==> src/rtl/parking_pkg.sv <==
// parking_pkg
//   Shared definitions for the parking-lot gate scheduler and the gate
//   controller it feeds: one-hot scheduler state encodings and the state
//   width constant.
//   Optional feature macro used by the scheduler: PARKING_SCHED_TIMEOUT_EN.
package parking_pkg;

  // Width of the one-hot gate-sequencing state vector (shared with the
  // gate controller).
  localparam int GATE_ST_W = 6;

  typedef logic [GATE_ST_W-1:0] gate_st_t;

  localparam logic [5:0] S_IDLE     = 6'b000001;
  localparam logic [5:0] S_GNT_IN   = 6'b000010;
  localparam logic [5:0] S_PASS_IN  = 6'b000100;
  localparam logic [5:0] S_GNT_OUT  = 6'b001000;
  localparam logic [5:0] S_PASS_OUT = 6'b010000;
  localparam logic [5:0] S_ALARM    = 6'b100000;

  // True while a lane holds the gate (waiting for it to open or for the
  // vehicle to clear).
  function automatic logic is_busy(input gate_st_t s);
    return |(s & (S_GNT_IN | S_PASS_IN | S_GNT_OUT | S_PASS_OUT));
  endfunction

endpackage

==> src/rtl/parking_gate_scheduler_occupancy_counter.sv <==
// occupancy_counter
//   Saturating up/down counter of occupied parking spaces.
//   Ports:
//     clock, reset  - rising-edge clock, synchronous active-low reset
//     inc, dec      - one-cycle count requests
//     count         - current occupancy
//     full, empty   - count == CAPACITY / count == 0 (combinational)
module occupancy_counter
  import parking_pkg::*;
#(
  parameter int CAPACITY = 16,
  parameter int CNT_W    = 5
) (
  input  logic             clock,
  input  logic             reset,
  input  logic             inc,
  input  logic             dec,
  output logic [CNT_W-1:0] count,
  output logic             full,
  output logic             empty
);

  logic [CNT_W-1:0] count_q, count_d;

  assign full  = (count_q == CNT_W'(CAPACITY));
  assign empty = (count_q == '0);
  assign count = count_q;

  // Increment at CAPACITY is blocked and decrement at zero holds zero.
  always_comb begin
    count_d = count_q;
    if (inc && !dec && !full) begin
      count_d = count_q + 1'b1;
    end else if (dec && !inc && !empty) begin
      count_d = count_q - 1'b1;
    end
  end

  always_ff @(posedge clock) begin
    if (!reset) begin
      count_q <= '0;
    end else begin
      count_q <= count_d;
    end
  end

endmodule

==> src/rtl/parking_gate_scheduler.sv <==
// parking_gate_scheduler
//   Grants the single barrier gate to the entry or exit lane, one at a time,
//   tracks occupancy, refuses entry when the lot is full and (optionally)
//   raises an alarm when a granted transaction stalls.
//   Ports:
//     clock, reset             - rising-edge clock, synchronous active-low reset
//     reqEntrada, reqSalida    - lane requests (level)
//     gateAbierta              - gate-open status from the gate controller
//     gatePaso                 - one-cycle pulse, vehicle cleared the gate
//     gntEntrada, gntSalida    - lane grants (registered state decode)
//     ocupacion, lleno, vacio  - occupancy count and full/empty flags
//     sAlmTimeout              - stalled-transaction alarm
//   Macro PARKING_SCHED_TIMEOUT_EN builds the stall timer and ALARM state;
//   without it sAlmTimeout is tied low and transactions wait indefinitely.
//
//   state    | meaning
//   ---------+--------------------------------------------------
//   IDLE     | gate free, arbitrating requests
//   GNT_IN   | entry lane granted, waiting for gate to open
//   PASS_IN  | gate open for entry, waiting for vehicle to clear
//   GNT_OUT  | exit lane granted, waiting for gate to open
//   PASS_OUT | gate open for exit, waiting for vehicle to clear
//   ALARM    | stalled transaction, held until both lanes go quiet
module parking_gate_scheduler
  import parking_pkg::*;
#(
  parameter int CAPACITY = 16,
  parameter int CNT_W    = 5,
  parameter int TIMEOUT  = 200,
  parameter int TO_W     = 8
) (
  input  logic             clock,
  input  logic             reset,
  input  logic             reqEntrada,
  input  logic             reqSalida,
  input  logic             gateAbierta,
  input  logic             gatePaso,
  output logic             gntEntrada,
  output logic             gntSalida,
  output logic [CNT_W-1:0] ocupacion,
  output logic             lleno,
  output logic             vacio,
  output logic             sAlmTimeout
);

  if ((2 ** CNT_W) <= CAPACITY) begin : g_bad_cnt_w
    $error("CNT_W too narrow for CAPACITY");
  end
  if ((2 ** TO_W) <= TIMEOUT) begin : g_bad_to_w
    $error("TO_W too narrow for TIMEOUT");
  end

  gate_st_t state_q, state_d;
  logic     prio_q, prio_d;   // 1: exit lane wins the next tie
  logic     occ_inc, occ_dec;
  logic     elig_in;
  logic     busy;
  logic     timeout_hit;

  occupancy_counter #(
    .CAPACITY (CAPACITY),
    .CNT_W    (CNT_W)
  ) u_occ (
    .clock (clock),
    .reset (reset),
    .inc   (occ_inc),
    .dec   (occ_dec),
    .count (ocupacion),
    .full  (lleno),
    .empty (vacio)
  );

  assign elig_in = reqEntrada && !lleno;
  assign busy    = is_busy(state_q);

`ifdef PARKING_SCHED_TIMEOUT_EN
  logic [TO_W-1:0] timer_q, timer_d;

  // Outside GNT_*/PASS_* the timer sits at zero, so it starts from zero
  // on the first grant cycle.
  always_comb begin
    timer_d = '0;
    if (busy) begin
      timer_d = timer_q + 1'b1;
    end
  end

  always_ff @(posedge clock) begin
    if (!reset) begin
      timer_q <= '0;
    end else begin
      timer_q <= timer_d;
    end
  end

  assign timeout_hit = busy && (timer_q == TO_W'(TIMEOUT - 1));
  assign sAlmTimeout = (state_q == S_ALARM);
`else
  assign timeout_hit = 1'b0;
  assign sAlmTimeout = 1'b0;
`endif

  always_comb begin
    state_d = state_q;
    prio_d  = prio_q;
    occ_inc = 1'b0;
    occ_dec = 1'b0;
    case (state_q)
      S_IDLE: begin
        if (elig_in && (!reqSalida || !prio_q)) begin
          state_d = S_GNT_IN;
          prio_d  = 1'b1;
        end else if (reqSalida) begin
          state_d = S_GNT_OUT;
          prio_d  = 1'b0;
        end
      end
      // An open gate takes precedence over a request dropped in the same cycle.
      S_GNT_IN: begin
        if (timeout_hit)      state_d = S_ALARM;
        else if (gateAbierta) state_d = S_PASS_IN;
        else if (!reqEntrada) state_d = S_IDLE;
      end
      S_GNT_OUT: begin
        if (timeout_hit)      state_d = S_ALARM;
        else if (gateAbierta) state_d = S_PASS_OUT;
        else if (!reqSalida)  state_d = S_IDLE;
      end
      // A completing vehicle beats the timer on the expiry edge.
      S_PASS_IN: begin
        if (gatePaso) begin
          state_d = S_IDLE;
          occ_inc = 1'b1;
        end else if (timeout_hit) begin
          state_d = S_ALARM;
        end
      end
      S_PASS_OUT: begin
        if (gatePaso) begin
          state_d = S_IDLE;
          occ_dec = 1'b1;
        end else if (timeout_hit) begin
          state_d = S_ALARM;
        end
      end
      S_ALARM: begin
        if (!reqEntrada && !reqSalida) state_d = S_IDLE;
      end
      default: state_d = S_IDLE;
    endcase
  end

  always_ff @(posedge clock) begin
    if (!reset) begin
      state_q <= S_IDLE;
      prio_q  <= 1'b0;
    end else begin
      state_q <= state_d;
      prio_q  <= prio_d;
    end
  end

  assign gntEntrada = (state_q == S_GNT_IN)  || (state_q == S_PASS_IN);
  assign gntSalida  = (state_q == S_GNT_OUT) || (state_q == S_PASS_OUT);

  a_one_grant : assert property (@(posedge clock) disable iff (!reset)
                                 !(gntEntrada && gntSalida));

endmodule

==> config.mk <==
export PLATFORM = sky130hd
export DESIGN_NAME = parking_gate_scheduler
export DESIGN_NICKNAME = d
export VERILOG_FILES = /design/src/rtl/parking_pkg.sv /design/src/rtl/parking_gate_scheduler_occupancy_counter.sv /design/src/rtl/parking_gate_scheduler.sv
export SDC_FILE = /design/constraint.sdc
export NUM_CORES = 1
export LEC_CHECK = 0
export BUFFER_PORTS_ARGS = -buffer_cell sky130_fd_sc_hd__clkbuf_2
export CAP_MARGIN = 10
export CORE_MARGIN = 4
export CORE_UTILIZATION = 57
export CTS_BUF_LIST = sky130_fd_sc_hd__clkbuf_2
export DETAILED_ROUTE_END_ITERATION = 7
export PLACE_DENSITY = 0.83
export SLEW_MARGIN = 30
export SYNTH_ARGS = -nofsm -noshare
export SYNTH_HDL_FRONTEND = slang
export SYNTH_SLANG_ARGS = --single-unit
==> constraint.sdc <==
create_clock -name clock -period 3.45 [get_ports clock]
set_clock_uncertainty 0.15 [all_clocks]
set_input_delay 0.8625 -clock clock [delete_from_list [all_inputs] [get_ports clock]]
set_output_delay 0.8625 -clock clock [all_outputs]
set_load 0.01 [all_outputs]
-- Yosys cells after proc, flatten, opt, wreduce, memory -nomap -nowiden
Cells that the tools add are included.
- bits in registers: 12
- output and inout bits: 10
- input port bits: 6
- reduce and logical (&&, ||, !) cells: 23
- eq/ne operators: 12
- muxes and demuxes: 16
- $add $sub $neg: 2
- operators by type and width (kind ; number):
    $mux 6 ; 8
    $pmux 6 s5 ; 1
    $mux 5 ; 2
    $ne 3x3->1 const B ; 3
    $logic_and 1x1->1 ; 7
    $logic_not 1->1 ; 7
    $eq 6x1->1 const B ; 1
    $eq 6x2->1 const B ; 1
    $eq 6x3->1 const B ; 1
    $eq 6x4->1 const B ; 1
    $eq 6x5->1 const B ; 1
    $eq 6x6->1 const B ; 1
    $add 5x1->5 const B ; 1
    $eq 5x5->1 const B ; 1
    $logic_not 5->1 ; 1
    $mux 1 ; 5
    $reduce_and 5->1 ; 1
    $sub 5x1->5 const B ; 1
    $reduce_bool 2->1 ; 2
    $logic_or 1x1->1 ; 3
    $ne 2x1->1 const B ; 1
    $ne 2x2->1 const B ; 1
    $reduce_and 2->1 ; 1
    $reduce_or 2->1 ; 1

-- Depth between registers and ports, before layout
Gate-level depths: netlist of run 1.
- depth after elaboration: 7
- gate-level depth with buffers: 9
- depth with buffers taken out: 8

-- Hierarchy
From an unflattened synthesis of run 1, not the netlist that was laid out.
- cells, all modules: 97
- area total of the unflattened synthesis: 838.3 µm²
- by module, submodules not included (module ; cells an instance ; area each (µm²) ; instances ; seq. area each (µm²)):
    parking_gate_scheduler ; 52 ; 434.2 ; 1 ; 120.1
    occupancy_counter ; 45 ; 404.1 ; 1 ; 100.1

-- Worst setup path after synthesis of run 1
OpenSTA, ideal clock, no wires.
- path type: reg2reg
- start point: reg state_q[4]
- end point: reg u_occ.count_q[4] (netlist: u_occ.count[4])
- data arrival time: 2394 ps
- library setup time: 64 ps
- data required time: 3236 ps
- slack: 842 ps
- cell stages (with the launch flop): 10
- clock period less this slack: 2608 ps
- cells stage by stage: dfxtp_1 > buf_6 > or3_4 > a211oi_1 > nand2_1 > ha_1 > a21oi_1 > nand2_1 > or4_1 > nand4_1
- cells in the longest elaborated chain, start to end: 6
- elaborated cells between the ends (all ways): 12
- ends and longest elaborated chain (what ; RTL line ; RTL):
    start, declared ; parking_gate_scheduler.sv:53 ; gate_st_t state_q, state_d;
    start signal, assigned ; parking_gate_scheduler.sv:158 ; state_q <= state_d;
    $eq 6x5->1 / $eq 6x3->1 (equally long branches) ; parking_gate_scheduler.sv:108 ; case (state_q)
    $mux 1 ; parking_gate_scheduler.sv:108 ;
    $logic_not 1->1, on equally long branches ; parking_gate_scheduler_occupancy_counter.sv:32, parking_gate_scheduler_occupancy_counter.sv:34 ;
    $logic_and 1x1->1, on equally long branches (2 in series) ; parking_gate_scheduler_occupancy_counter.sv:32, parking_gate_scheduler_occupancy_counter.sv:34 ;
    $mux 5 / $reduce_bool 2->1 (equally long branches) ; n/a ;
    end signal, assigned ; parking_gate_scheduler_occupancy_counter.sv:43 ; count_q <= count_d;
    end, declared ; parking_gate_scheduler_occupancy_counter.sv:23 ; logic [CNT_W-1:0] count_q, count_d;
Several ways; a longest one is shown, not always the timed one.
A chain may end at the register's enable or synchronous reset.

-- Worst setup path after layout of run 1
Ends and elaborated chain as after synthesis.

==> results.cfg, run 1 <==
[cells_and_area]
syn_to_final_growth_pct = 4.26
finalNonFillerCells = 131
fillers = 136
num_antenna_cells = 0
fin_nets = 126
post_route_cells_drive_above_1_share_pct = 21.7

[timing]
setup_viol = 0
slew_headroom_pct = 65.9
setup_slack_ns = 0.588
post-route-period-util_pct = 82.9
worstMarginPinSlew_ns = 0.508
hold_viol = 0
grt_setup_unrepaired = no
setup_tns_ns = 0
fmax_mhz = 349
drv_slew = 0
fin_crit_ns = 2.86

[floorplan]
num_io_pins = 16
die_h_um = 48.0
rows = 14
initial_core_util_pct = 60.5
dieArea_mm2 = 0.00230
fp.coreArea_mm2 = 0.00151
fp.dieW_um = 48.0

[place]
port_buffers = 14
place_congestion = 0.840
dp.cells = 127
place_ws_ns = 0.650
hpwl_mm = 1.36

[power_and_ir_drop]
power.leakage_uw = 0.000355
powerDensity_mw_per_mm2 = 327
p_total_uw = 311
peakVddDrop_mv = 0.181

[yosys]
yosys_register_bits = 11
synth_area_leaders = dfxtp_1 24%, nand2_1 5.4%, nand3b_1 4.9%, mux2i_1 4.4%, ha_1 4.1%
async_flop_share_pct = 0
netlist_area_um2 = 911
synth_ff_type = dfxtp_1
ys_seq_area_share_pct = 24.2
ys_types = 47
syn_avg_cell_area_um2 = 8.76
yosysWarnings = 0
ys_top_cells_by_count = 13 x nand2_1, 11 x dfxtp_1, 6 x a21oi_1, 6 x nand3b_1, 5 x nor2_1
synth_most_common_cell = nand2_1
synth_cells = 104
synth-edff-count = 0
yosys.area.top_type = dfxtp_1
syn-num-nets = 114
synth_top_area_share_pct = 24.2

[global_route]
antenna_found_initial = 0
grt_util_all_layers_pct = 20.0
grt_pass1_wl_mm = 3.15
global_route.overflow_total = 0
grt_pass1_vias = 729
grt_max_degree = 22

[worst_setup_path]
worstSetupPathType = reg -> reg
cp_max_fo = 10
crit_required_ns = 3.52
worstPathArrival_ns = 2.93
cp-end-kind = flip-flop
r2r_cells = 8
worst_setup_path_start_kind = flip-flop
reg2reg_setup_slack_ns = 0.59
rr_endpoint = u_occ.count[4]
r2r_start = state_q[4]

[hold_path]
holdCritStartpoint = u_occ.count[2]
holdPathStages = 2
hold_class = reg -> reg
worstHoldEndpoint = u_occ.count[2]

[drt]
drtIter0Drc = 25
antenna_left = 0
drt_wl_total_mm = 1.83
routed_via_density = 6.09
vias = 798
drc_errors = 0
first_pass_iters = 4
wl_per_cell_um = 14.0

[cts]
clockBufferDepth = 2
hold_buffers = 0
numCtsBuffers = 3
clkSlewWorstSetupHoldPaths_ns = 0.14
root_buffer = clkbuf_2
post_cts_buffers = 0
cts.sinks = 11
h-tree-depth = 1
worstSkewPairLatency_ns = 0.28
cts_tree = done
cts-resized-gates = 0

[job]
maxCapViolations = 0

[outcome]
status = finished clean
-- worst max path at each step --
stage	start	end	cells after the start
3_5_place_dp	state_q[4]	u_occ.count[4]	8
2_1_floorplan	state_q[4]	u_occ.count[4]	9
5_1_grt	state_q[4]	u_occ.count[4]	8
3_3_place_gp	state_q[4]	u_occ.count[4]	8
4_1_cts	state_q[4]	u_occ.count[4]	8
6_report	state_q[4]	u_occ.count[4]	8
-- layout by cell type, fill, tap and decap left out, types with 2 or more instances in the layout --
master / count
clkbuf_2: 17
nand2_1: 13
dfxtp_1: 11
a21oi_1: 6
nand3b_1: 6
nor2_1: 5
inv_1: 4
nand3_1: 4
mux2i_1: 4
ha_1: 3
a211oi_1: 2
xnor2_1: 2
and3_1: 2
o21ai_0: 2
or4_1: 2
nand4_1: 2
o22ai_1: 2
nand2b_1: 2
-- stage by stage --
step                      hold slack [ns]  util [%]  area (um2)
after global routing                0.432      63.0         950
after detailed placement            0.357      61.7         930
after floorplan                     0.359         -         911
final                               0.377      63.0         950
after global placement              0.357      61.7         930
after CTS                           0.375      63.0         950
-- metal layers --
metal  up-vias  GRT usage [%]  part of all wire, %
li1        411              -                    -
met1       368           24.6                   45
met2        14           30.9                   50
met3         5           5.64                  3.7
met4         0           11.8                  1.7
met5         -              0                    0
-- worst max-delay path, stage by stage (launching register included) --
cell	delay, ns
dfxtp_1	0.44
or3_4	0.44
a211oi_1	0.32
nand2_1	0.21
ha_1	0.36
a21oi_1	0.23
nand2_1	0.09
or4_1	0.48
nand4_1	0.10
-- where the power goes --
part | leakage, uW | internal (uW) | switching (uW)
clock network | 0.0000164 | 26.2 | 50.7
registers | 0.0000895 | 136 | 18.0
logic | 0.000249 | 39.0 | 41.3
total | 0.000355 | 201 | 110
-- final cells by class --
type	instances	area [um2]	area share (%)
clock buffer	3	15.0	1.58
multi-input combinational	82	604	63.6
tap	16	20.0	2.11
sequential	11	220	23.2
inverter	4	15.0	1.58
clock inverter	1	5.00	0.527
timing repair buffer	14	70.1	7.38
-- kinds of logic (layout without fill, tap and decap cells) --
kind of cell	count (synthesis)	in the layout	share of synthesized area, %
DFF	11	11	24.2
adders and majority gates	4	4	6.32
xor gates and xnor gates	3	3	2.89
other	1	1	0.412
AOI/OAI and AO/OA	24	24	21.7
buffers and inverters	11	22	9.48
and+or+nand+nor	46	46	30.6
muxes	4	4	4.40
-- sequential cells by signal (all words and copies together) (netlist names) --
register     flops
state_q          5
u_occ.count      5
prio_q           1
No activity file was read; power rests on OpenSTA's default activity.
==> inputs of run 2 (changes only) <==
--- a/config.mk
+++ b/config.mk
@@ -5,10 +5,11 @@
 export SDC_FILE = /design/constraint.sdc
 export NUM_CORES = 1
 export LEC_CHECK = 0
+export ABC_AREA = 1
 export BUFFER_PORTS_ARGS = -buffer_cell sky130_fd_sc_hd__clkbuf_2
 export CAP_MARGIN = 10
 export CORE_MARGIN = 4
-export CORE_UTILIZATION = 57
+export CORE_UTILIZATION = 56
 export CTS_BUF_LIST = sky130_fd_sc_hd__clkbuf_2
 export DETAILED_ROUTE_END_ITERATION = 7
 export PLACE_DENSITY = 0.83
==> constraint.sdc (replaced) <==
create_clock -name clock -period 2.76 [get_ports clock]
set_clock_uncertainty 0.15 [all_clocks]
set_input_delay 0.69 -clock clock [delete_from_list [all_inputs] [get_ports clock]]
set_output_delay 0.69 -clock clock [all_outputs]
set_load 0.01 [all_outputs]
==> results.cfg, run 2 <==
[outcome]
status = finished clean

[floorplan]
rows = 13
num_io_pins = 16
initial_core_util_pct = 61.7
fp.coreArea_mm2 = 0.00135
fp.dieW_um = 46.6
die_h_um = 46.6
dieArea_mm2 = 0.00217

[worst_setup_path]
rr_endpoint = u_occ.count[4]
cp_max_fo = 7
worstSetupPathType = reg -> reg
critPathLaunch = u_occ.count[0]
cp-end-kind = flip-flop
worstPathArrival_ns = 2.18
worst_setup_path_start_kind = flip-flop
crit_required_ns = 2.78
r2r_start = u_occ.count[0]
reg2reg_setup_slack_ns = 0.61
r2r_cells = 10
crit_end = u_occ.count[4]

[drt]
drc_errors = 0
wl_per_cell_um = 11.0
drt_wl_total_mm = 1.62
dr.max_layer_used = met4
antenna_left = 0
routed_via_density = 5.34
first_pass_iters = 4
vias = 791
route.met3.wl_um = 109
wl_met2_um = 714
drtIter0Drc = 21
drt-met1-wl_um = 762

[power_and_ir_drop]
power.leakage_uw = 0.000466
powerDensity_mw_per_mm2 = 473
peakVddDrop_mv = 0.220

[global_route]
grt_max_degree = 9
grt_pass1_wl_mm = 2.75
grt_util_all_layers_pct = 18.1
antenna_found_initial = 0
grt_pass1_vias = 717
global_route.overflow_total = 0

[cts]
hold_buffers = 0
clkSlewWorstSetupHoldPaths_ns = 0.11
h-tree-depth = 1
cts-resized-gates = 0
cts.sinks = 11
worstSkewPairLatency_ns = 0.27
post_cts_buffers = 0
root_buffer = clkbuf_2
numCtsBuffers = 3
clockBufferDepth = 2
cts_tree = done

[cells_and_area]
fillers = 120
num_antenna_cells = 0
regArea_um2 = 220
multi_input_area_um2 = 532
final_common_cell = nand2_1
post_route_cells_drive_above_1_share_pct = 30.8
syn_to_final_growth_pct = 12.2
final_util_pct = 69.2
finish.instance_area_um2 = 935
mostFrequentLayoutCells = 26 x nand2_1, 18 x clkbuf_2, 13 x inv_1
fin_nets = 144

[timing]
post-route-period-util_pct = 77.9
setup_tns_ns = 0
drv_slew = 0
fmax_mhz = 465
grt_setup_unrepaired = no
hold_viol = 0
setup_viol = 0
fin_crit_ns = 2.15

[yosys]
ys_top_cells_by_count = 26 x nand2_1, 13 x inv_1, 11 x dfxtp_1, 10 x a21oi_1, 10 x nor2_1
synth-edff-count = 0
yosys_register_bits = 11
synth_area_leaders = dfxtp_1 26%, nand2_1 12%, nand3_2 8.4%, a21oi_1 6.0%, inv_1 5.9%
synth_cells = 116
synth_ff_type = dfxtp_1
yosysWarnings = 0
ys_seq_area_share_pct = 26.4
yosys.area.top_type = dfxtp_1
synth_most_common_cell = nand2_1
ys_types = 23
netlist_area_um2 = 833
syn-num-nets = 126
async_flop_share_pct = 0
syn_avg_cell_area_um2 = 7.18
synth_top_area_share_pct = 26.4

[place]
hpwl_mm = 1.32
port_buffers = 14
place_area_um2 = 915
place_congestion = 0.830

[job]
maxCapViolations = 0

[hold_path]
holdCritStartpoint = prio_q
hold_class = reg -> reg
run 2: cell count changes in the layout (fill, tap and decap cells not counted), sizes merged, moves of 3 or more:
cell	change
nand3b	-6
a21oi	+4
nand2	+16
or4	-3
inv	+11
mux2i	-4
nor2	+13
nand3	+10
run 2: worst min-delay path by stage:
stage	endpoint	cells past startpoint
2_1_floorplan	prio_q	2
3_3_place_gp	prio_q	2
5_1_grt	prio_q	2
4_1_cts	prio_q	2
6_report	prio_q	2
3_5_place_dp	prio_q	2
run 2: per-stage QoR:
step / hold slack (ns) / total power (uW) / setup WS, ns / cells
2_1_floorplan: 0.289 / 318 / 0.785 / 116
3_3_place_gp: 0.299 / 347 / 0.597 / 144
3_5_place_dp: 0.324 / 352 / 0.545 / 144
4_1_cts: 0.341 / 448 / 0.615 / 148
5_1_grt: 0.357 / 477 / 0.460 / 148
6_report: 0.331 / 442 / 0.609 / 148
run 2: cell families after synthesis:
group                      Yosys count  synth area share [%]
and+or+nand+nor                     66                  45.3
buffers and inverters               17                  9.76
AOI/OAI and AO/OA                   15                  9.01
DFF                                 11                  26.4
adders and majority gates            4                  6.91
xor gates and xnor gates             2                  2.10
other                                1                 0.450
run 2: area by class of cell:
cell class                 count  share of cell area, %
sequential                    11                   23.6
timing repair buffer          14                   7.50
tap                           15                   2.01
multi-input combinational     88                   56.9
clock buffer                   4                   2.14
inverter                      16                   7.90
run 2: critical path, cell delays in order (launching register included):
cell and delay [ns]:
dfxtp_1 0.49, nor2_2 0.09, nand3_2 0.16, nand3_4 0.14, fa_1 0.43, a21oi_1 0.21, inv_1 0.07, nand2_1 0.08
nand3_2 0.08, nor2_1 0.11, nor2_1 0.05
run 2: per-layer routing:
metal / vias up / GRT usage (%)
met5: - / 0
met4: 0 / 10.2
met3: 5 / 2.34
met2: 21 / 28.3
met1: 357 / 23.4
li1: 408 / -
run 2: where the power goes:
part           switching (uW)  total (uW)  internal, uW
Combinational            92.4         149          56.9
Sequential               20.5         197           176
Clock                    57.8        96.3          38.4
